[config.mk]
export PLATFORM = sky130hd
export DESIGN_NAME = matmul_skew_feeder_flat
export DESIGN_NICKNAME = d
export VERILOG_FILES = /design/src/rtl/matmul_skew_feeder_if.sv /design/src/rtl/matmul_skew_feeder.sv /design/src/flat_wrapper.sv
export SDC_FILE = /design/constraint.sdc
export NUM_CORES = 1
export LEC_CHECK = 0
export CAP_MARGIN = 0
export CELL_PAD_IN_SITES_DETAIL_PLACEMENT = 0
export CELL_PAD_IN_SITES_GLOBAL_PLACEMENT = 2
export CORE_ASPECT_RATIO = 1.4
export CORE_MARGIN = 4
export CORE_UTILIZATION = 28
export CTS_BUF_LIST = sky130_fd_sc_hd__clkbuf_4
export DETAILED_ROUTE_END_ITERATION = 16
export GPL_ROUTABILITY_DRIVEN = 0
export HOLD_SLACK_MARGIN = 0.15
export PLACE_DENSITY = 0.87
export SLEW_MARGIN = 10
export SYNTH_ARGS = -nofsm -noshare
export SYNTH_HDL_FRONTEND = slang
export SYNTH_SLANG_ARGS = --single-unit
[constraint.sdc]
create_clock -name clk -period 1.5 [get_ports clk]
set_input_delay 0.3 -clock clk [delete_from_list [all_inputs] [get_ports clk]]
set_output_delay 0.3 -clock clk [all_outputs]
set_load 0.005 [all_outputs]
[src/rtl/matmul_skew_feeder_if.sv]
// Beat input and skewed array-edge bundle for matmul_skew_feeder.
// master = upstream producer, slave = the feeder itself.
interface matmul_skew_feeder_if #(
    parameter int N  = 4,
    parameter int DW = 16
);
    logic              in_valid;
    logic              in_ready;
    logic [N*DW-1:0]   a_vec;
    logic [N*DW-1:0]   b_vec;
    logic [N-1:0]      a_valid_out;
    logic [N*DW-1:0]   a_out;
    logic [N-1:0]      b_valid_out;
    logic [N*DW-1:0]   b_out;

    modport master (
        output in_valid,
        output a_vec,
        output b_vec,
        input  in_ready,
        input  a_valid_out,
        input  a_out,
        input  b_valid_out,
        input  b_out
    );

    modport slave (
        input  in_valid,
        input  a_vec,
        input  b_vec,
        output in_ready,
        output a_valid_out,
        output a_out,
        output b_valid_out,
        output b_out
    );
endinterface

[src/rtl/matmul_skew_feeder.sv]
// Diagonal skew feeder and pass sequencer for an N x N systolic matmul array.
// Optional macro FEEDER_STALL_CNT_EN adds a saturating stall_cycles counter port.
module matmul_skew_feeder #(
    parameter int N  = 4,
    parameter int DW = 16,
    parameter int KW = 8
) (
    input  logic                 clk,
    input  logic                 rst,
    input  logic                 start,
    input  logic [KW-1:0]        k_len,
    matmul_skew_feeder_if.slave  bus,
    output logic                 reset_acc,
    output logic                 busy,
    output logic                 done
`ifdef FEEDER_STALL_CNT_EN
    ,
    output logic [15:0]          stall_cycles
`else
`endif
);

    localparam int FW = $clog2(N + 1);

    typedef enum logic [2:0] {
        ST_IDLE   = 3'd0,
        ST_CLEAR  = 3'd1,
        ST_STREAM = 3'd2,
        ST_FLUSH  = 3'd3,
        ST_DONE   = 3'd4
    } state_t;

    state_t          state_q;
    state_t          state_d;
    logic [KW-1:0]   k_len_q;
    logic [KW-1:0]   k_len_d;
    logic [KW-1:0]   beat_cnt_q;
    logic [KW-1:0]   beat_cnt_d;
    logic [FW-1:0]   flush_cnt_q;
    logic [FW-1:0]   flush_cnt_d;
    logic            reset_acc_q;
    logic            reset_acc_d;
    logic            busy_q;
    logic            busy_d;
    logic            done_q;
    logic            done_d;
    logic            accept_s;

    logic [N-1:0]    a_valid_s;
    logic [N-1:0]    b_valid_s;
    logic [N*DW-1:0] a_out_s;
    logic [N*DW-1:0] b_out_s;

    // in_ready is a pure decode of the state register, so accept never loops back through it.
    assign bus.in_ready = (state_q == ST_STREAM);
    assign accept_s     = bus.in_valid & (state_q == ST_STREAM);

    // Next-state, pass bookkeeping and registered-output decode.
    always_comb begin
        state_d     = state_q;
        k_len_d     = k_len_q;
        beat_cnt_d  = beat_cnt_q;
        flush_cnt_d = flush_cnt_q;
        case (state_q)
            ST_IDLE: begin
                if (start) begin
                    k_len_d = k_len;
                    state_d = ST_CLEAR;
                end else begin
                    state_d = ST_IDLE;
                end
            end
            ST_CLEAR: begin
                beat_cnt_d  = {KW{1'b0}};
                flush_cnt_d = {FW{1'b0}};
                if (k_len_q == {KW{1'b0}}) begin
                    state_d = ST_DONE;
                end else begin
                    state_d = ST_STREAM;
                end
            end
            ST_STREAM: begin
                if (accept_s) begin
                    beat_cnt_d = beat_cnt_q + KW'(1);
                    if (beat_cnt_q == (k_len_q - KW'(1))) begin
                        state_d = ST_FLUSH;
                    end else begin
                        state_d = ST_STREAM;
                    end
                end else begin
                    state_d = ST_STREAM;
                end
            end
            ST_FLUSH: begin
                // N cycles is exactly the depth of the longest lane (N registers).
                if (flush_cnt_q == FW'(N - 1)) begin
                    flush_cnt_d = {FW{1'b0}};
                    state_d     = ST_DONE;
                end else begin
                    flush_cnt_d = flush_cnt_q + FW'(1);
                    state_d     = ST_FLUSH;
                end
            end
            ST_DONE: begin
                state_d = ST_IDLE;
            end
            default: begin
                state_d = ST_IDLE;
            end
        endcase

        reset_acc_d = (state_d == ST_CLEAR);
        busy_d      = (state_d != ST_IDLE);
        done_d      = (state_d == ST_DONE);
    end

    // State, pass counters and control outputs.
    always_ff @(posedge clk) begin
        if (rst) begin
            state_q     <= ST_IDLE;
            k_len_q     <= {KW{1'b0}};
            beat_cnt_q  <= {KW{1'b0}};
            flush_cnt_q <= {FW{1'b0}};
            reset_acc_q <= 1'b0;
            busy_q      <= 1'b0;
            done_q      <= 1'b0;
        end else begin
            state_q     <= state_d;
            k_len_q     <= k_len_d;
            beat_cnt_q  <= beat_cnt_d;
            flush_cnt_q <= flush_cnt_d;
            reset_acc_q <= reset_acc_d;
            busy_q      <= busy_d;
            done_q      <= done_d;
        end
    end

    assign reset_acc = reset_acc_q;
    assign busy      = busy_q;
    assign done      = done_q;

    // Lane i is an (i+1)-deep chain; one valid chain per lane feeds both A and B edges,
    // which keeps a_valid_out and b_valid_out identical by construction.
    for (genvar gi = 0; gi < N; gi++) begin : g_lane
        logic [gi:0]   vld_q;
        logic [gi:0]   vld_d;
        logic [DW-1:0] a_dat_q [0:gi];
        logic [DW-1:0] a_dat_d [0:gi];
        logic [DW-1:0] b_dat_q [0:gi];
        logic [DW-1:0] b_dat_d [0:gi];

        // Stage 0 loads on accept and holds otherwise; later stages shift unconditionally.
        always_comb begin
            vld_d[0] = accept_s;
            if (accept_s) begin
                a_dat_d[0] = bus.a_vec[gi*DW +: DW];
                b_dat_d[0] = bus.b_vec[gi*DW +: DW];
            end else begin
                a_dat_d[0] = a_dat_q[0];
                b_dat_d[0] = b_dat_q[0];
            end
            for (int s = 1; s <= gi; s++) begin
                vld_d[s]   = vld_q[s-1];
                a_dat_d[s] = a_dat_q[s-1];
                b_dat_d[s] = b_dat_q[s-1];
            end
        end

        // Lane register chain.
        always_ff @(posedge clk) begin
            if (rst) begin
                vld_q <= {(gi+1){1'b0}};
                for (int s = 0; s <= gi; s++) begin
                    a_dat_q[s] <= {DW{1'b0}};
                    b_dat_q[s] <= {DW{1'b0}};
                end
            end else begin
                vld_q <= vld_d;
                for (int s = 0; s <= gi; s++) begin
                    a_dat_q[s] <= a_dat_d[s];
                    b_dat_q[s] <= b_dat_d[s];
                end
            end
        end

        assign a_valid_s[gi]          = vld_q[gi];
        assign b_valid_s[gi]          = vld_q[gi];
        assign a_out_s[gi*DW +: DW]   = a_dat_q[gi];
        assign b_out_s[gi*DW +: DW]   = b_dat_q[gi];
    end

    assign bus.a_valid_out = a_valid_s;
    assign bus.b_valid_out = b_valid_s;
    assign bus.a_out       = a_out_s;
    assign bus.b_out       = b_out_s;

`ifdef FEEDER_STALL_CNT_EN
    logic [15:0] stall_q;
    logic [15:0] stall_d;

    // Counts empty STREAM slots; cleared at CLEAR, then held after the pass.
    always_comb begin
        stall_d = stall_q;
        if (state_q == ST_CLEAR) begin
            stall_d = 16'h0000;
        end else if ((state_q == ST_STREAM) && !bus.in_valid && (stall_q != 16'hFFFF)) begin
            stall_d = stall_q + 16'h0001;
        end else begin
            stall_d = stall_q;
        end
    end

    // Stall counter register.
    always_ff @(posedge clk) begin
        if (rst) begin
            stall_q <= 16'h0000;
        end else begin
            stall_q <= stall_d;
        end
    end

    assign stall_cycles = stall_q;
`else
`endif

endmodule

[src/flat_wrapper.sv]
// flat-port wrapper written by rule: the top's interface ports become plain ports
module matmul_skew_feeder_flat 
#(
    parameter int N  = 4,
    parameter int DW = 16,
    parameter int KW = 8
)
  (clk, rst, start, k_len, reset_acc, busy, done, bus_in_valid, bus_a_vec, bus_b_vec, bus_in_ready, bus_a_valid_out, bus_a_out, bus_b_valid_out, bus_b_out);
  matmul_skew_feeder_if #(.N(N), .DW(DW)) bus_i ();
  input  logic clk;
  input  logic rst;
  input  logic start;
  input  logic [KW-1:0] k_len;
  output logic reset_acc;
  output logic busy;
  output logic done;
  input wire logic [$bits(bus_i.in_valid)-1:0] bus_in_valid;
  input wire logic [$bits(bus_i.a_vec)-1:0] bus_a_vec;
  input wire logic [$bits(bus_i.b_vec)-1:0] bus_b_vec;
  output wire logic [$bits(bus_i.in_ready)-1:0] bus_in_ready;
  output wire logic [$bits(bus_i.a_valid_out)-1:0] bus_a_valid_out;
  output wire logic [$bits(bus_i.a_out)-1:0] bus_a_out;
  output wire logic [$bits(bus_i.b_valid_out)-1:0] bus_b_valid_out;
  output wire logic [$bits(bus_i.b_out)-1:0] bus_b_out;
  assign bus_i.in_valid = bus_in_valid;
  assign bus_i.a_vec = bus_a_vec;
  assign bus_i.b_vec = bus_b_vec;
  assign bus_in_ready = bus_i.in_ready;
  assign bus_a_valid_out = bus_i.a_valid_out;
  assign bus_a_out = bus_i.a_out;
  assign bus_b_valid_out = bus_i.b_valid_out;
  assign bus_b_out = bus_i.b_out;
  matmul_skew_feeder #(.N(N), .DW(DW), .KW(KW)) u_core (.clk(clk), .rst(rst), .start(start), .k_len(k_len), .bus(bus_i), .reset_acc(reset_acc), .busy(busy), .done(done));
endmodule
==> results of run 1 <==
==> cells in the mapped netlist (2+ instances only) <==
cell       count
dfxtp_1      349
nand2_1      279
nor2b_1      198
a21oi_1      140
clkbuf_1      39
buf_4         19
buf_2         18
nor2_1        16
xnor2_1        7
xor2_1         7
inv_1          5
a2111oi_4      4
ha_1           4
nand2b_1       4
nand4_1        4
nor3_1         4
nand3_1        3
a211oi_1       2
a41oi_1        2
o211ai_1       2
o21bai_1       2
==> per-layer routing <==
metal | GRT usage [%] | part of all wire (%) | wire length, um | vias up
met3 | 4.96 | 7.0 | 2280 | 56
met2 | 24.6 | 54 | 17400 | 260
li1 | - | - | - | 4697
met4 | 6.22 | 2.5 | 813 | 2
met5 | 0 | 0.040 | 13 | -
met1 | 13.6 | 37 | 11900 | 4367
==> kinds of logic after synthesis <==
logic type | count (synthesis) | share of synthesized area, %
xor gates and xnor gates | 14 | 1.11
buffers and inverters | 82 | 3.63
muxes | 2 | 0.192
adders and majority gates | 4 | 0.452
and+or+nand+nor | 518 | 23.0
AOI/OAI and AO/OA | 160 | 8.51
DFF | 349 | 63.1
==> sequential cells by signal, indices dropped and copies added (netlist names) <==
signal	count
u_core.g_lane.b_dat_q	160
u_core.reset_acc	1
u_core.g_lane.vld_q	4
u_core.done	1
u_core.k_len_q	8
u_core.beat_cnt_q	8
u_core.state_q	3
u_core.busy	1
u_core.flush_cnt_q	3
u_core.g_lane.a_dat_q	160
==> through the flow <==
stage               setup slack [ns]  cells  util [%]  hold slack (ns)
global placement              -0.282   1907      38.1            0.414
floorplan                   0.000731   1129         -            0.405
finish                        -0.228   2237      48.9            0.312
CTS                           -0.333   2219      44.6            0.166
detailed placement            -0.322   1907      38.1            0.416
global route                  -0.349   2237      48.9            0.195
==> report_power, final <==
part	switching [mW]	total (mW)	internal, mW
Sequential	0.118	9.62	9.50
Combinational	1.11	2.53	1.42
Clock	3.71	7.80	4.09
==> what timing repair did <==
item	4_1_cts	5_1_grt
hold buffers	136	0
gates resized for setup	693	398
hold endpoints to repair	203	0
setup buffers	15	13
setup endpoints to repair	179	285
gates cloned	7	10
pin swaps	8	98
==> final cells by class <==
cell class	count	area [um2]	area share (%)
tap	522	653	3.45
clock buffer	121	908	4.80
timing repair buffer	506	5180	27.4
multi-input combinational	699	4860	25.7
sequential	349	7120	37.6
inverter	5	18.8	0.0991
antenna	2	5.00	0.0264
clock inverter	33	190	1.00
==> tightest hold or removal path: cells and delay by family <==
kind	cells	cell delay, ns
simple gates	1	0.11
buf+inv	1	0.51
compound gates	1	0.06
==> path summary, 6_finish.rpt <==
check / start / endpoint / slack (ns) / cells past startpoint
worst max-delay path: u_core.state_q[2] / bus_in_ready / -0.23 / 2
worst min-delay path: bus_b_vec[47] / u_core.g_lane[2].b_dat_q[0][15] / 0.31 / 3
worst max register to register: u_core.state_q[2] / u_core.g_lane[1].b_dat_q[0][9] / -0.19 / 8
worst min register to register: u_core.g_lane[2].b_dat_q[0][25] / u_core.g_lane[2].b_dat_q[0][41] / 0.40 / 1
==> metrics.cfg, run 1 <==
[grt]
grt_pass1_wl_um=46600
overflow=0
antenna_found_initial=3
grtUsageTotal_pct=13.5
grt_pass1_vias=9292
grt_max_degree=82

[status]
violations=negative setup slack
status=complete, but fails checks

[floorplan]
fp.dieH_um=243
fp.dieW_um=176
rows=85
core-area_um2=38700
initial_core_util_pct=28.6
pin_count=280
dieArea_um2=42800

[cells_and_area]
layout-drive-gt1-share_pct=42.1
final_cell_mix=dfxtp_1, nor2b_1, nand2_1, clkdlybuf4s50_1, dlygate4sd3_1
syn_to_final_growth_pct=71.1
final_nets=1792
fin_area_um2=18900
final_common_cell=dfxtp_1
fillers=3542

[timing]
tns_ns=-12.08
finalCritPeriodShare_pct=115
grt_setup_unrepaired=true
max_freq_ghz=0.579
finalHoldViolCount=0
period_minus_slack_ns=1.73
drv_slew=0
skew_ns=0.0421
finalSetupViolations=140
tightest_slew_ns=0.393
slew_headroom_pct=73.8
fin_ws_ns=-0.228

[routing]
vias=9382
firstDrtPassIters=4
wirelength_um=32500
drt_iter0_drc=235
viasPerCell=4.19
drc=0
ant_nets=0
wire_per_inst_um=14.5

[cts]
cts_buffers=87
htree_levels=3
path_clk_slew_ns=0.07
clockBufferDepth=3
cts_sinks=349
tritoncts=yes
cts_root_buffer=clkbuf_4
clk_latency_ns=0.72

[worst_hold_path]
hold_class=in2reg

[setup_path]
start_kind=flop
crit_family=flip-flops
critical_path_arrival_ns=1.43
path_buf_inv=1
worstPathCellList=nor3b_4 -> buf_2
path_max_fanout=2
endpoint_kind=output port
cp.required_ns=1.20
critPathKind=reg2out
slowest_delay_ns=0.36
slowest_stage=dfxtp_4

[logic_synthesis]
ys_top_cells_by_area=dfxtp_1, nor2b_1, nand2_1
synth_edf_count=0
ys_seq_area_share_pct=63.1
ys_ff_latch=349
synth_top_area_cell=dfxtp_1
ys_types=42
syn_inst=1129
netlist_area_um2=11100
synth.avg_cell_area_um2=9.80
synth-main-ff-cell=dfxtp_1
ys_warn_count=0
yosysTopAreaCellShare_pct=63.1
synth_fp_nets=1273
postSynth.asyncResetShare_pct=0

[place]
dp_hpwl_um=18500
dpl_cell_area_um2=14700
io_buffers=279

[power]
irDropWorstVdd_uv=592
p_total_mw=20.0
p_leak_nw=7.76
power_density_nw_per_um2=1050

[run]
drv_cap=0

No activity file was read; power rests on OpenSTA's default activity.
==> run 2, diff against run 1 <==
--- a/config.mk
+++ b/config.mk
@@ -10,12 +10,13 @@
 export CELL_PAD_IN_SITES_GLOBAL_PLACEMENT = 2
 export CORE_ASPECT_RATIO = 1.4
 export CORE_MARGIN = 4
-export CORE_UTILIZATION = 28
+export CORE_UTILIZATION = 36
 export CTS_BUF_LIST = sky130_fd_sc_hd__clkbuf_4
 export DETAILED_ROUTE_END_ITERATION = 16
+export DONT_BUFFER_PORTS = 1
 export GPL_ROUTABILITY_DRIVEN = 0
 export HOLD_SLACK_MARGIN = 0.15
-export PLACE_DENSITY = 0.87
+export PLACE_DENSITY = 0.86
 export SLEW_MARGIN = 10
 export SYNTH_ARGS = -nofsm -noshare
 export SYNTH_HDL_FRONTEND = slang
==> run 2 against run 1 <==
Net effect:
- the flow finishes with violations (negative hold slack, negative setup slack)
- clock power down 3.3%
- register-to-register slack better by 0.15 ns
- clock skew down 0.011 ns
- highest routed layer is now met4
- non-clock buffer count down 200
- largest power group unchanged
==> metrics.cfg, run 2 (synthesis gave the netlist of run 1 again) <==
[setup_path]
endpoint=bus_in_ready
critPathKind=reg2out
reg2reg_to=u_core.state_q[0]
regToRegStartpoint=u_core.k_len_q[0]
r2r_cells=5
critical_path_arrival_ns=1.43
path_max_fanout=6
crit_start=u_core.state_q[2]
endpoint_kind=output port
cp.required_ns=1.20
start_kind=flop
rrSetupSlack_ns=-0.04

[timing]
fin_ws_ns=-0.227
skew_ns=0.0316
finalSetupViolations=8
drv_slew=0
finalHoldViolCount=87
slew_headroom_pct=46.3
grt_setup_unrepaired=true
tightest_slew_ns=0.806
max_freq_ghz=0.579
hold_ws_ns=-0.350
period_minus_slack_ns=1.73
finalCritPeriodShare_pct=115

[power]
p_int_mw=14.0
p_leak_nw=6.35
pwr-share-clk_pct=41.2
sequentialPowerShare_pct=52.7
power_density_nw_per_um2=1180
comb_power_share_pct=6.1
irDropWorstVdd_uv=654
switchingPower_mw=4.27
p_sw_share_pct=23.4

[place]
io_buffers=0
dp_hpwl_um=14400
place_ws_ns=-0.0505

[grt]
grt_pass1_vias=8728
antenna_found_initial=2
grtUsageTotal_pct=15.7
grt_pass1_wl_um=42700
grt_max_degree=344
overflow=0

[floorplan]
pin_count=280
fp.dieW_um=156
dieArea_um2=33600
initial_core_util_pct=36.7
fp.dieH_um=215
rows=75
core-area_um2=30100

[routing]
wire_per_inst_um=14.1
viasPerCell=4.51
drt_iter0_drc=255
vias=8548
firstDrtPassIters=4
ant_nets=0
drc=0
wirelength_um=26700

[cells_and_area]
final_cell_mix=dlygate4sd3_1, nand2_1, dfxtp_1, nor2b_1, a21oi_1
final_common_cell=dlygate4sd3_1
final_nets=1588
ff_latch_area_um2=7080
multiInputGateArea_um2=3740
layout-drive-gt1-share_pct=16.0
reg_top3=u_core.g_lane.a_dat_q x160, u_core.g_lane.b_dat_q x160
syn_to_final_growth_pct=40.0
fillers=2774

[cts]
clk_latency_ns=0.73
tritoncts=yes
clockBufferDepth=3
cts_root_buffer=clkbuf_4
cts_buffers=84
path_clk_slew_ns=0.06
htree_levels=3
cts_sinks=349

[status]
violations=negative hold slack, negative setup slack
status=complete, but fails checks

[worst_hold_path]
hold_class=in2reg

[run]
drv_cap=0

## run 2: cell count changes in the layout (fill, tap and decap cells not counted), sizes merged
cell	before	now
buf	224	20
dlygate4sd3	136	285
clkdlybuf4s50	138	0
clkbuf	129	123
clkinv	27	24
inv	8	6
bufinv	2	1
or4b	2	1
## run 2: layout make-up
cell class	instances	area share, %
Clock buffer	122	5.91
Sequential cell	349	45.7
Multi-Input combinational cell	698	24.1
Tap cell	385	3.11
Timing Repair Buffer	306	20.1
Inverter	5	0.121
Clock inverter	27	0.856
Antenna cell	2	0.0323
## run 2: power groups by stage
stage	Sequential [mW]	Clock (mW)	Combinational, mW
after CTS	9.63	7.86	1.08
after detailed placement	9.83	0	0.757
after global routing	9.65	8.40	1.24
after global placement	9.83	0	0.739
final	9.63	7.54	1.11
after floorplan	9.79	0	0.705
## run 2: timing repair
item / in CTS / in global routing
hold endpoints to repair: 349 / 201
pin swaps: 3 / 1
gates cloned: 0 / 1
hold buffers: 284 / 1
resized for setup: 65 / 22
setup endpoints to repair: 68 / 76
buffers inserted: 1 / 0
## run 2: routing by layer
layer	track usage (%)	routed length (um)
met4	7.64	789
met5	0	0
met2	27.4	13400
met3	6.57	2280
met1	15.9	10200
## run 2: worst min path at each step
stage,from,end,slack (ns),cells past startpoint
after floorplan,u_core.flush_cnt_q[2],u_core.flush_cnt_q[2],0.40,2
after global placement,rst,u_core.g_lane[0].a_dat_q[0][2],0.40,1
after detailed placement,rst,u_core.g_lane[0].a_dat_q[0][3],0.40,1
after CTS,rst,u_core.g_lane[0].a_dat_q[0][3],-0.46,1
after global routing,rst,u_core.g_lane[0].a_dat_q[0][2],-0.46,1
final,rst,u_core.g_lane[0].a_dat_q[0][2],-0.35,1
## run 2: critical path, stage by stage, from the launching register on
cell and delay (ns):
dfxtp_2 0.36, nor3b_4 0.23, buf_6 0.13
## run 2: metrics by stage
| step | cell area, um2 | setup TNS (ns) | power [mW] | util [%] | cells |
|---|---|---|---|---|---|
| floorplan | 11100 | 0 | 10.5 | - | 1129 |
| global route | 15500 | -1.04 | 19.3 | 51.4 | 1894 |
| global placement | 11400 | 0 | 10.6 | 37.8 | 1456 |
| finish | 15500 | -0.340 | 18.3 | 51.4 | 1894 |
| detailed placement | 11400 | -0.0505 | 10.6 | 37.8 | 1456 |
| CTS | 15400 | -0.579 | 18.6 | 51.1 | 1890 |
